<file path="src/rtl/alu_seq.sv">
// Multi-cycle ALU: binary operations complete in one EXEC cycle, decimal ADD/SUB
// walk the operands one nibble per cycle in ADJ with a registered digit carry.
module alu_seq #(
  parameter int WIDTH = 8
) (
  input  logic             clk,
  input  logic             reset,
  input  logic             start,
  output logic             ready,
  input  logic [3:0]       operation,
  input  logic             decimal,
  input  logic             carry_in,
  input  logic [WIDTH-1:0] input_a,
  input  logic [WIDTH-1:0] input_b,
  output logic [WIDTH-1:0] alu_out,
  output logic             carry_out,
  output logic             overflow_out,
  output logic             zero_out,
  output logic             negative_out,
  output logic             done,
  output logic [1:0]       state_dbg
);
  // Handshake: a request is taken on a rising edge where start=1 and ready=1;
  // start while ready=0 has no effect. done pulses for one cycle with new outputs.

  localparam int NIB = WIDTH / 4;
  localparam int CW  = (NIB > 1) ? $clog2(NIB) : 1;

  localparam logic [3:0] OP_ADD = 4'd0, OP_SUB = 4'd1, OP_AND = 4'd2, OP_OR  = 4'd3,
                         OP_EOR = 4'd4, OP_ASL = 4'd5, OP_LSR = 4'd6, OP_ROL = 4'd7,
                         OP_ROR = 4'd8, OP_INC = 4'd9, OP_DEC = 4'd10;

  typedef enum logic [1:0] {IDLE, EXEC, ADJ} state_t;
  state_t state, next_state;

  logic [3:0]       op_q;
  logic [WIDTH-1:0] a_q, b_q, res_q;
  logic             c_q, dc_q;
  logic [CW-1:0]    cnt_q;

  logic [WIDTH-1:0] b_eff, bin_res, bcd_word;
  logic [WIDTH:0]   sum;
  logic             sum_v, bin_c, bin_v, nib_c, last;
  logic [3:0]       na, nb, nib;
  logic [4:0]       s5;
  logic [5:0]       d6;

  assign ready     = (state == IDLE);
  assign state_dbg = state;
  assign last      = (cnt_q == CW'(NIB - 1));

  // Shared binary adder; its signed overflow also serves the decimal path.
  always_comb begin
    b_eff   = (op_q == OP_SUB) ? ~b_q : b_q;
    sum     = {1'b0, a_q} + {1'b0, b_eff} + {{WIDTH{1'b0}}, c_q};
    sum_v   = (a_q[WIDTH-1] == b_eff[WIDTH-1]) && (sum[WIDTH-1] != a_q[WIDTH-1]);
    bin_res = a_q;
    bin_c   = 1'b0;
    bin_v   = 1'b0;
    case (op_q)
      OP_ADD, OP_SUB: begin bin_res = sum[WIDTH-1:0]; bin_c = sum[WIDTH]; bin_v = sum_v; end
      OP_AND: bin_res = a_q & b_q;
      OP_OR:  bin_res = a_q | b_q;
      OP_EOR: bin_res = a_q ^ b_q;
      OP_ASL: begin bin_res = {a_q[WIDTH-2:0], 1'b0}; bin_c = a_q[WIDTH-1]; end
      OP_LSR: begin bin_res = {1'b0, a_q[WIDTH-1:1]}; bin_c = a_q[0]; end
      OP_ROL: begin bin_res = {a_q[WIDTH-2:0], c_q};  bin_c = a_q[WIDTH-1]; end
      OP_ROR: begin bin_res = {c_q, a_q[WIDTH-1:1]};  bin_c = a_q[0]; end
      OP_INC: bin_res = a_q + {{(WIDTH-1){1'b0}}, 1'b1};
      OP_DEC: bin_res = a_q - {{(WIDTH-1){1'b0}}, 1'b1};
      default: bin_res = a_q;
    endcase
  end

  // One BCD digit per cycle; dc_q holds carry (ADD) or not-borrow (SUB).
  always_comb begin
    na    = a_q[{cnt_q, 2'b00} +: 4];
    nb    = b_q[{cnt_q, 2'b00} +: 4];
    s5    = {1'b0, na} + {1'b0, nb} + {4'b0000, dc_q};
    d6    = {2'b00, na} - {2'b00, nb} - {5'b00000, ~dc_q};
    nib   = s5[3:0];
    nib_c = 1'b0;
    if (op_q == OP_SUB) begin
      nib   = d6[5] ? (d6[3:0] - 4'd6) : d6[3:0];
      nib_c = ~d6[5];
    end else if (s5 > 5'd9) begin
      nib   = s5[3:0] + 4'd6;
      nib_c = 1'b1;
    end
    bcd_word = res_q;
    bcd_word[{cnt_q, 2'b00} +: 4] = nib;
  end

  always_ff @(posedge clk) begin
    if (reset) state <= IDLE;
    else       state <= next_state;
  end

  always_comb begin
    next_state = state;
    case (state)
      IDLE: if (start)
              next_state = (decimal && (operation == OP_ADD || operation == OP_SUB)) ? ADJ : EXEC;
      EXEC: next_state = IDLE;
      ADJ:  if (last) next_state = IDLE;
      default: next_state = IDLE;
    endcase
  end

  always_ff @(posedge clk) begin
    if (reset) begin
      alu_out      <= '0;
      carry_out    <= 1'b0;
      overflow_out <= 1'b0;
      zero_out     <= 1'b0;
      negative_out <= 1'b0;
      done         <= 1'b0;
      op_q         <= '0;
      a_q          <= '0;
      b_q          <= '0;
      c_q          <= 1'b0;
      dc_q         <= 1'b0;
      cnt_q        <= '0;
      res_q        <= '0;
    end else begin
      done <= 1'b0;
      case (state)
        IDLE: if (start) begin
          op_q  <= operation;
          a_q   <= input_a;
          b_q   <= input_b;
          c_q   <= carry_in;
          dc_q  <= carry_in;
          cnt_q <= '0;
          res_q <= '0;
        end
        EXEC: begin
          alu_out      <= bin_res;
          carry_out    <= bin_c;
          overflow_out <= bin_v;
          zero_out     <= (bin_res == '0);
          negative_out <= bin_res[WIDTH-1];
          done         <= 1'b1;
        end
        ADJ: begin
          res_q <= bcd_word;
          dc_q  <= nib_c;
          cnt_q <= cnt_q + CW'(1);
          if (last) begin
            alu_out      <= bcd_word;
            carry_out    <= nib_c;
            overflow_out <= sum_v;
            zero_out     <= (bcd_word == '0);
            negative_out <= bcd_word[WIDTH-1];
            done         <= 1'b1;
          end
        end
        default: ;
      endcase
    end
  end
endmodule

</file>
<file path="config.mk">
export PLATFORM = sky130hd
export DESIGN_NAME = alu_seq
export DESIGN_NICKNAME = d
export VERILOG_FILES = /design/src/rtl/alu_seq.sv
export SDC_FILE = /design/constraint.sdc
export NUM_CORES = 1
export LEC_CHECK = 0
export ABC_CLOCK_PERIOD_IN_PS = 4600
export BUFFER_PORTS_ARGS = -buffer_cell sky130_fd_sc_hd__buf_2
export CORE_ASPECT_RATIO = 0.5
export CORE_MARGIN = 4
export CORE_UTILIZATION = 60
export DETAILED_ROUTE_END_ITERATION = 16
export PLACE_DENSITY_LB_ADDON = 0.05
export SKIP_LAST_GASP = 1
export SLEW_MARGIN = 40
export SYNTH_ARGS = -nofsm -noshare
export SYNTH_HDL_FRONTEND = slang
export SYNTH_SLANG_ARGS = --single-unit
</file>
<file path="constraint.sdc">
create_clock -name clk -period 4.6 [get_ports clk]
set_input_delay 0.69 -clock clk [delete_from_list [all_inputs] [get_ports clk]]
set_output_delay 0.69 -clock clk [all_outputs]
set_load 0.02 [all_outputs]
</file>
==> impl_metrics.py, run 1 <==
metrics = {
    "status": {
        "outcome": "finished, final reports clean",
    },
    "grt": {
        "grt_pass1_wl_mm": 19.13,
        "grt_usage_pct": 27.81,
        "antenna_found_initial": 0,
        "overflow": 0,
        "grt_max_degree": 47,
        "grt_pass1_vias": 3837,
    },
    "route": {
        "drt_pass1_iterations": 8,
        "drtIter0Drc": 512,
        "drc": 0,
        "dr_total_vias": 4342,
        "wl_per_cell_um": 16.65,
        "ant_nets": 0,
        "viasPerCell": 6.150,
        "wl_mm": 11.75,
    },
    "pwr": {
        "p_switching_uw": 495.6,
        "p_int_uw": 808.5,
        "p_per_area_mw_per_mm2": 275.7,
        "p_seq_share_pct": 33.8,
        "power.share.combinational_pct": 37.6,
        "p_leak_uw": 0.002009,
        "p_clk_share_pct": 28.6,
        "swShare_pct": 38.00,
        "ir_drop_mv": 0.1505,
    },
    "layout": {
        "layout_commonest_cell": "nand2_1",
        "diodes": 0,
        "final_cells": 706,
        "finalInstanceArea_mm2": 0.004730,
        "final_core_util_pct": 69.23,
        "drive_gt1_share_pct": 12.54,
        "nets": 681,
        "fillers": 608,
        "area_growth_pct": 9.217,
        "layout_common_cells": "78 x nand2_1, 61 x nor2_1, 45 x dfxtp_1, 40 x a21oi_1",
    },
    "yosys": {
        "async_flop_share_pct": 0,
        "syn_nets": 662,
        "synth_flop_cell": "dfxtp_1",
        "synth_cells": 594,
        "synth_cell_types": 71,
        "syn_area_per_cell_um2": 7.290,
        "syn-cell-area_mm2": 0.004330,
        "ys_ff_latch": 45,
        "synth_edf_count": 0,
        "yosysWarnings": 0,
        "synth-seq-area-share_pct": 20.80,
    },
    "critical_path": {
        "crit_chain": "buf_4 > nand2_1 > a21boi_0 > inv_1 > fa_1 > fa_1 > xor2_1 > ha_1 > inv_1 > o2bb2ai_1 > nand2_1 > o211ai_1 > nand3_1 > a2111oi_0 > nand4_1 > o211ai_2",
        "reg2reg_to": "zero_out",
        "crit_type": "flip-flop to flip-flop",
        "path_buf_inv": 3,
        "cp_top_family": "compound AO/OA/AOI/OAI gates",
        "end_kind": "flip-flop",
        "worstPathArrival_ps": 4090,
        "critPathLaunchType": "flip-flop",
        "required_ps": 4830,
        "max_stage_delay_ps": 520,
        "critPathSlowestCell": "a2111oi_0",
        "ff2ff_setup_slack_ps": 740,
        "timing.rr.start": "cnt_q",
        "rr_worst_depth": 16,
        "worstPathMaxFanout": 30,
    },
    "clocking": {
        "cts_tree": "done",
        "hold_buffers": 0,
        "path_clk_slew_ps": 70,
        "cts-root-buf": "clkbuf_16",
        "clock_sinks": 45,
        "cts_buffers": 5,
        "cts_setup_buffers": 0,
        "cts_resized": 0,
        "cts-htree-levels": 2,
        "clkLatencyLatePin_ps": 290,
        "clockBufferDepth": 2,
    },
    "placement": {
        "dp_cells": 698,
        "io_buffers": 40,
        "placed_cell_area_mm2": 0.004574,
        "hpwl_mm": 9.003,
        "gp_congestion": 1.029,
    },
    "sta": {
        "grt_setup_unrepaired": "false",
        "fin_worst_skew_ps": 6.565,
        "slew-limit-headroom_pct": 43.21,
        "tightest_slew_ps": 850.1,
        "holdWs_ps": 470.2,
        "period_minus_slack_ps": 3861,
        "final_max_slew_viol_count": 0,
        "final.period_utilization_pct": 83.93,
        "fmax_mhz": 259.0,
        "fin_setup_tns_ps": 0,
        "hold_viol": 0,
        "setup-violations-final": 0,
    },
    "hold_path": {
        "holdCritPathClass": "flip-flop to flip-flop",
        "min_path_cells": 2,
        "whs_endpoint": "res_q[3]",
        "hold_start": "res_q[3]",
    },
    "die": {
        "dieWidth_um": 128.1,
        "rows": 21,
        "die_h_um": 68.07,
        "fp.coreArea_mm2": 0.006832,
        "io_pins": 41,
        "start_util_pct": 63.39,
        "dieArea_mm2": 0.008723,
    },
    "run": {
        "cap_violations": 0,
    },
}
==> registers in the layout (all words and copies together), names as in the netlist <==
name,cells
alu_out,8
zero_out,1
done,1
cnt_q,1
carry_out,1
state_dbg,2
op_q,4
dc_q,1
overflow_out,1
res_q,8
b_q,8
c_q,1
a_q,8
==> power groups by stage <==
stage               combinational [uW]  sequential (uW)  clock (uW)
CTS                                482              439         376
global placement                   472              448           0
finish                             490              441         373
floorplan                          358              446           0
global route                       545              443         393
detailed placement                 480              448           0
==> cell usage after synthesis, drive strengths merged, types with 11 or more instances <==
| cell | number | area, um^2 |
|---|---|---|
| nor2 | 61 | 229.0 |
| ha | 38 | 475.5 |
| inv | 39 | 146.4 |
| a22oi | 11 | 82.58 |
| nand2 | 78 | 292.8 |
| a21o | 11 | 82.58 |
| nor2b | 13 | 81.33 |
| a21oi | 40 | 200.2 |
| o21ai | 33 | 165.2 |
| dfxtp | 45 | 900.9 |
| a211oi | 13 | 97.59 |
| clkbuf | 33 | 126.4 |
| nor3 | 15 | 85.08 |
| xnor2 | 15 | 131.4 |
==> cell type report <==
cell class              count  area [um^2]  share of cell area, %
inverters                  40        150.1                  3.175
well taps                  92        115.1                  2.434
clock buffers               5        125.1                  2.646
clock inverters             3        25.02                 0.5291
repair buffers             52        292.8                  6.190
flip-flops and latches     45        900.9                  19.05
multi-input cells         469         3120                  65.98
==> worst min-delay path: cells and delay by family (launching register included) <==
kind | cells | cell delay, ps
and+or+nand+nor | 1 | 50
DFF | 1 | 320
AOI/OAI and AO/OA | 1 | 50
==> cell families (layout without fill, tap and decap cells) <==
| group | Yosys count | in the layout | share of synthesized area [%] |
|---|---|---|---|
| multiplexers | 11 | 11 | 2.658 |
| adder cells (fa/ha/maj) | 43 | 43 | 13.29 |
| flip-flops | 45 | 45 | 20.80 |
| buffers and inverters | 80 | 100 | 7.310 |
| AND/OR/NAND/NOR | 220 | 220 | 23.98 |
| XOR/XNOR | 19 | 19 | 3.843 |
| AO/OA/AOI/OAI | 176 | 176 | 28.11 |
==> through the flow <==
step	power, uW	worst slack (ps)
after floorplan	804.3	626.3
after global placement	919.2	981.8
after detailed placement	927.7	791.2
after CTS	1296	779.0
after global routing	1382	320.8
final	1304	739.4
==> worst max path at each step <==
stage | start | to | slack [ps] | depth (start not counted)
after floorplan | cnt_q | zero_out | 630 | 14
after global placement | cnt_q | alu_out[6] | 980 | 15
after detailed placement | cnt_q | zero_out | 790 | 16
after CTS | cnt_q | zero_out | 780 | 16
after global routing | cnt_q | zero_out | 320 | 16
final | cnt_q | zero_out | 740 | 16
==> layer usage <==
metal / track usage, % / part of all wire (%) / vias to the layer above
met4: 5.291 / 1.2 / 0
met3: 7.327 / 9.7 / 22
met2: 43.82 / 42 / 202
li1: - / - / 2128
met5: 0 / 0 / -
met1: 38.84 / 47 / 1990
No activity file was read; power rests on OpenSTA's default activity.
==> run 2, diff against run 1 <==
--- a/config.mk
+++ b/config.mk
@@ -5,11 +5,11 @@
 export SDC_FILE = /design/constraint.sdc
 export NUM_CORES = 1
 export LEC_CHECK = 0
-export ABC_CLOCK_PERIOD_IN_PS = 4600
+export ABC_CLOCK_PERIOD_IN_PS = 3460
 export BUFFER_PORTS_ARGS = -buffer_cell sky130_fd_sc_hd__buf_2
 export CORE_ASPECT_RATIO = 0.5
 export CORE_MARGIN = 4
-export CORE_UTILIZATION = 60
+export CORE_UTILIZATION = 55
 export DETAILED_ROUTE_END_ITERATION = 16
 export PLACE_DENSITY_LB_ADDON = 0.05
 export SKIP_LAST_GASP = 1
==> constraint.sdc (replaced) <==
create_clock -name clk -period 3.46 [get_ports clk]
set_input_delay 0.519 -clock clk [delete_from_list [all_inputs] [get_ports clk]]
set_output_delay 0.519 -clock clk [all_outputs]
set_load 0.02 [all_outputs]
==> run 2 against run 1 <==
Sequential power rose by 30%. Count of clock-buffer cells in the layout did not move. Maximum frequency up 16%. Utilization down 2.6 points. Hold slack worse by 7.5 ps. Global-route usage fell by 0.34 points. Final cell count is 5.2% higher. Worst setup slack lost 610 ps. Critical path depth did not move. Wire length increased by 11%. Die area rose by 8.3%. First-iteration DRC count up 4.5%. Largest cell class unchanged.
==> impl_metrics.py, run 2 (same netlist as run 1, synthesis figures left out) <==
metrics = {
    "critical_path": {
        "crit_type": "flip-flop to flip-flop",
        "critPathLaunchType": "flip-flop",
        "worstPathMaxFanout": 11,
        "end_kind": "flip-flop",
        "required_ps": 3620,
        "worstPathArrival_ps": 3500,
    },
    "layout": {
        "final_core_util_pct": 66.64,
        "fillers": 686,
        "nets": 702,
        "final_cells": 743,
        "drive_gt1_share_pct": 17.80,
        "finalInstanceArea_mm2": 0.004990,
        "diodes": 0,
        "area_growth_pct": 15.23,
        "layout_commonest_cell": "nand2_1",
        "layout_common_cells": "78 x nand2_1, 61 x nor2_1, 44 x dfxtp_1, 40 x a21oi_1",
    },
    "placement": {
        "hpwl_mm": 9.990,
        "placed_cell_area_mm2": 0.004763,
        "dp_cells": 734,
        "io_buffers": 40,
        "gp_congestion": 1.002,
    },
    "route": {
        "drtIter0Drc": 535,
        "drt_pass1_iterations": 5,
        "wl_per_cell_um": 17.59,
        "viasPerCell": 5.968,
        "dr_total_vias": 4434,
        "wl_mm": 13.07,
        "drc": 0,
        "ant_nets": 0,
    },
    "clocking": {
        "hold_buffers": 0,
        "cts_buffers": 5,
        "clockBufferDepth": 2,
        "cts_tree": "done",
        "path_clk_slew_ps": 70,
        "clock_sinks": 45,
        "cts-root-buf": "clkbuf_16",
        "cts-htree-levels": 2,
        "clkLatencyLatePin_ps": 290,
    },
    "die": {
        "dieWidth_um": 133.5,
        "start_util_pct": 57.84,
        "dieArea_mm2": 0.009443,
        "rows": 22,
        "die_h_um": 70.75,
        "fp.coreArea_mm2": 0.007487,
        "io_pins": 41,
    },
    "grt": {
        "grt_max_degree": 47,
        "grt_pass1_vias": 3974,
        "overflow": 0,
        "antenna_found_initial": 0,
        "grt_usage_pct": 27.47,
        "grt_pass1_wl_mm": 20.84,
    },
    "status": {
        "outcome": "finished, final reports clean",
    },
    "sta": {
        "fmax_mhz": 300.0,
        "period_minus_slack_ps": 3333,
        "setup-violations-final": 0,
        "hold_viol": 0,
        "final_max_slew_viol_count": 0,
        "final.period_utilization_pct": 96.33,
        "fin_setup_tns_ps": 0,
        "fin_worst_skew_ps": 7.209,
        "slew-limit-headroom_pct": 46.76,
        "tightest_slew_ps": 797.0,
    },
    "pwr": {
        "p_per_area_mw_per_mm2": 360.3,
        "ir_drop_mv": 0.2044,
        "p_total_uw": 1798,
        "p_leak_uw": 0.002130,
    },
    "hold_path": {
        "holdCritPathClass": "flip-flop to flip-flop",
    },
    "run": {
        "cap_violations": 0,
    },
}
==> run 2: timing repair <==
item                       in CTS  in global routing
setup endpoints to repair       0                 11
buffers inserted                0                  1
resized for setup               0                 15
==> run 2: layout make-up <==
class	count	area (um^2)	area share, %
clock inverters	3	21.27	0.4263
inverters	40	150.1	3.009
flip-flops and latches	45	902.1	18.08
repair buffers	73	450.4	9.027
clock buffers	5	125.1	2.508
well taps	108	135.1	2.708
multi-input cells	469	3206	64.24
==> run 2: final timing paths <==
| path | start | end | slack, ps | depth (start not counted) |
|---|---|---|---|---|
| setup reg to reg | cnt_q | alu_out[6] | 130 | 16 |
| hold / removal | res_q[7] | res_q[7] | 460 | 2 |
| hold reg to reg | res_q[7] | res_q[7] | 460 | 2 |
| setup / recovery | cnt_q | alu_out[6] | 130 | 16 |
==> run 2: stage by stage <==
step                setup slack (ps)  hold WS, ps
finish                         126.8        462.7
global route                  -50.48        464.1
CTS                            1.863        462.8
detailed placement             2.286        455.9
global placement               189.1        448.9
floorplan                      13.88        436.3
==> run 2: power breakdown <==
part	internal [uW]	switching, uW
sequential	547	26.2
clock	269	211
combinational	300	444
total	1120	682
==> run 2: worst max-delay path, stage by stage (launching register included) <==
cell,delay [ps]
dfxtp_2,360
buf_4,170
nand2_1,80
o21ai_2,90
ha_2,210
inv_1,60
fa_2,540
inv_1,50
ha_1,220
xnor2_2,150
ha_1,300
nor2_1,100
mux2i_1,120
o211a_1,160
mux2_2,290
a211oi_2,250
nor3_2,80
==> run 2: metal layers <==
metal | wire length [um] | share of wire [%] | vias to the layer above | GRT usage, %
met2 | 5640 | 43 | 167 | 42.30
met4 | 42 | 0.32 | 0 | 2.737
met5 | 0 | 0 | - | 0
met3 | 1297 | 9.9 | 9 | 8.381
met1 | 6090 | 47 | 2080 | 39.43
li1 | - | - | 2178 | -
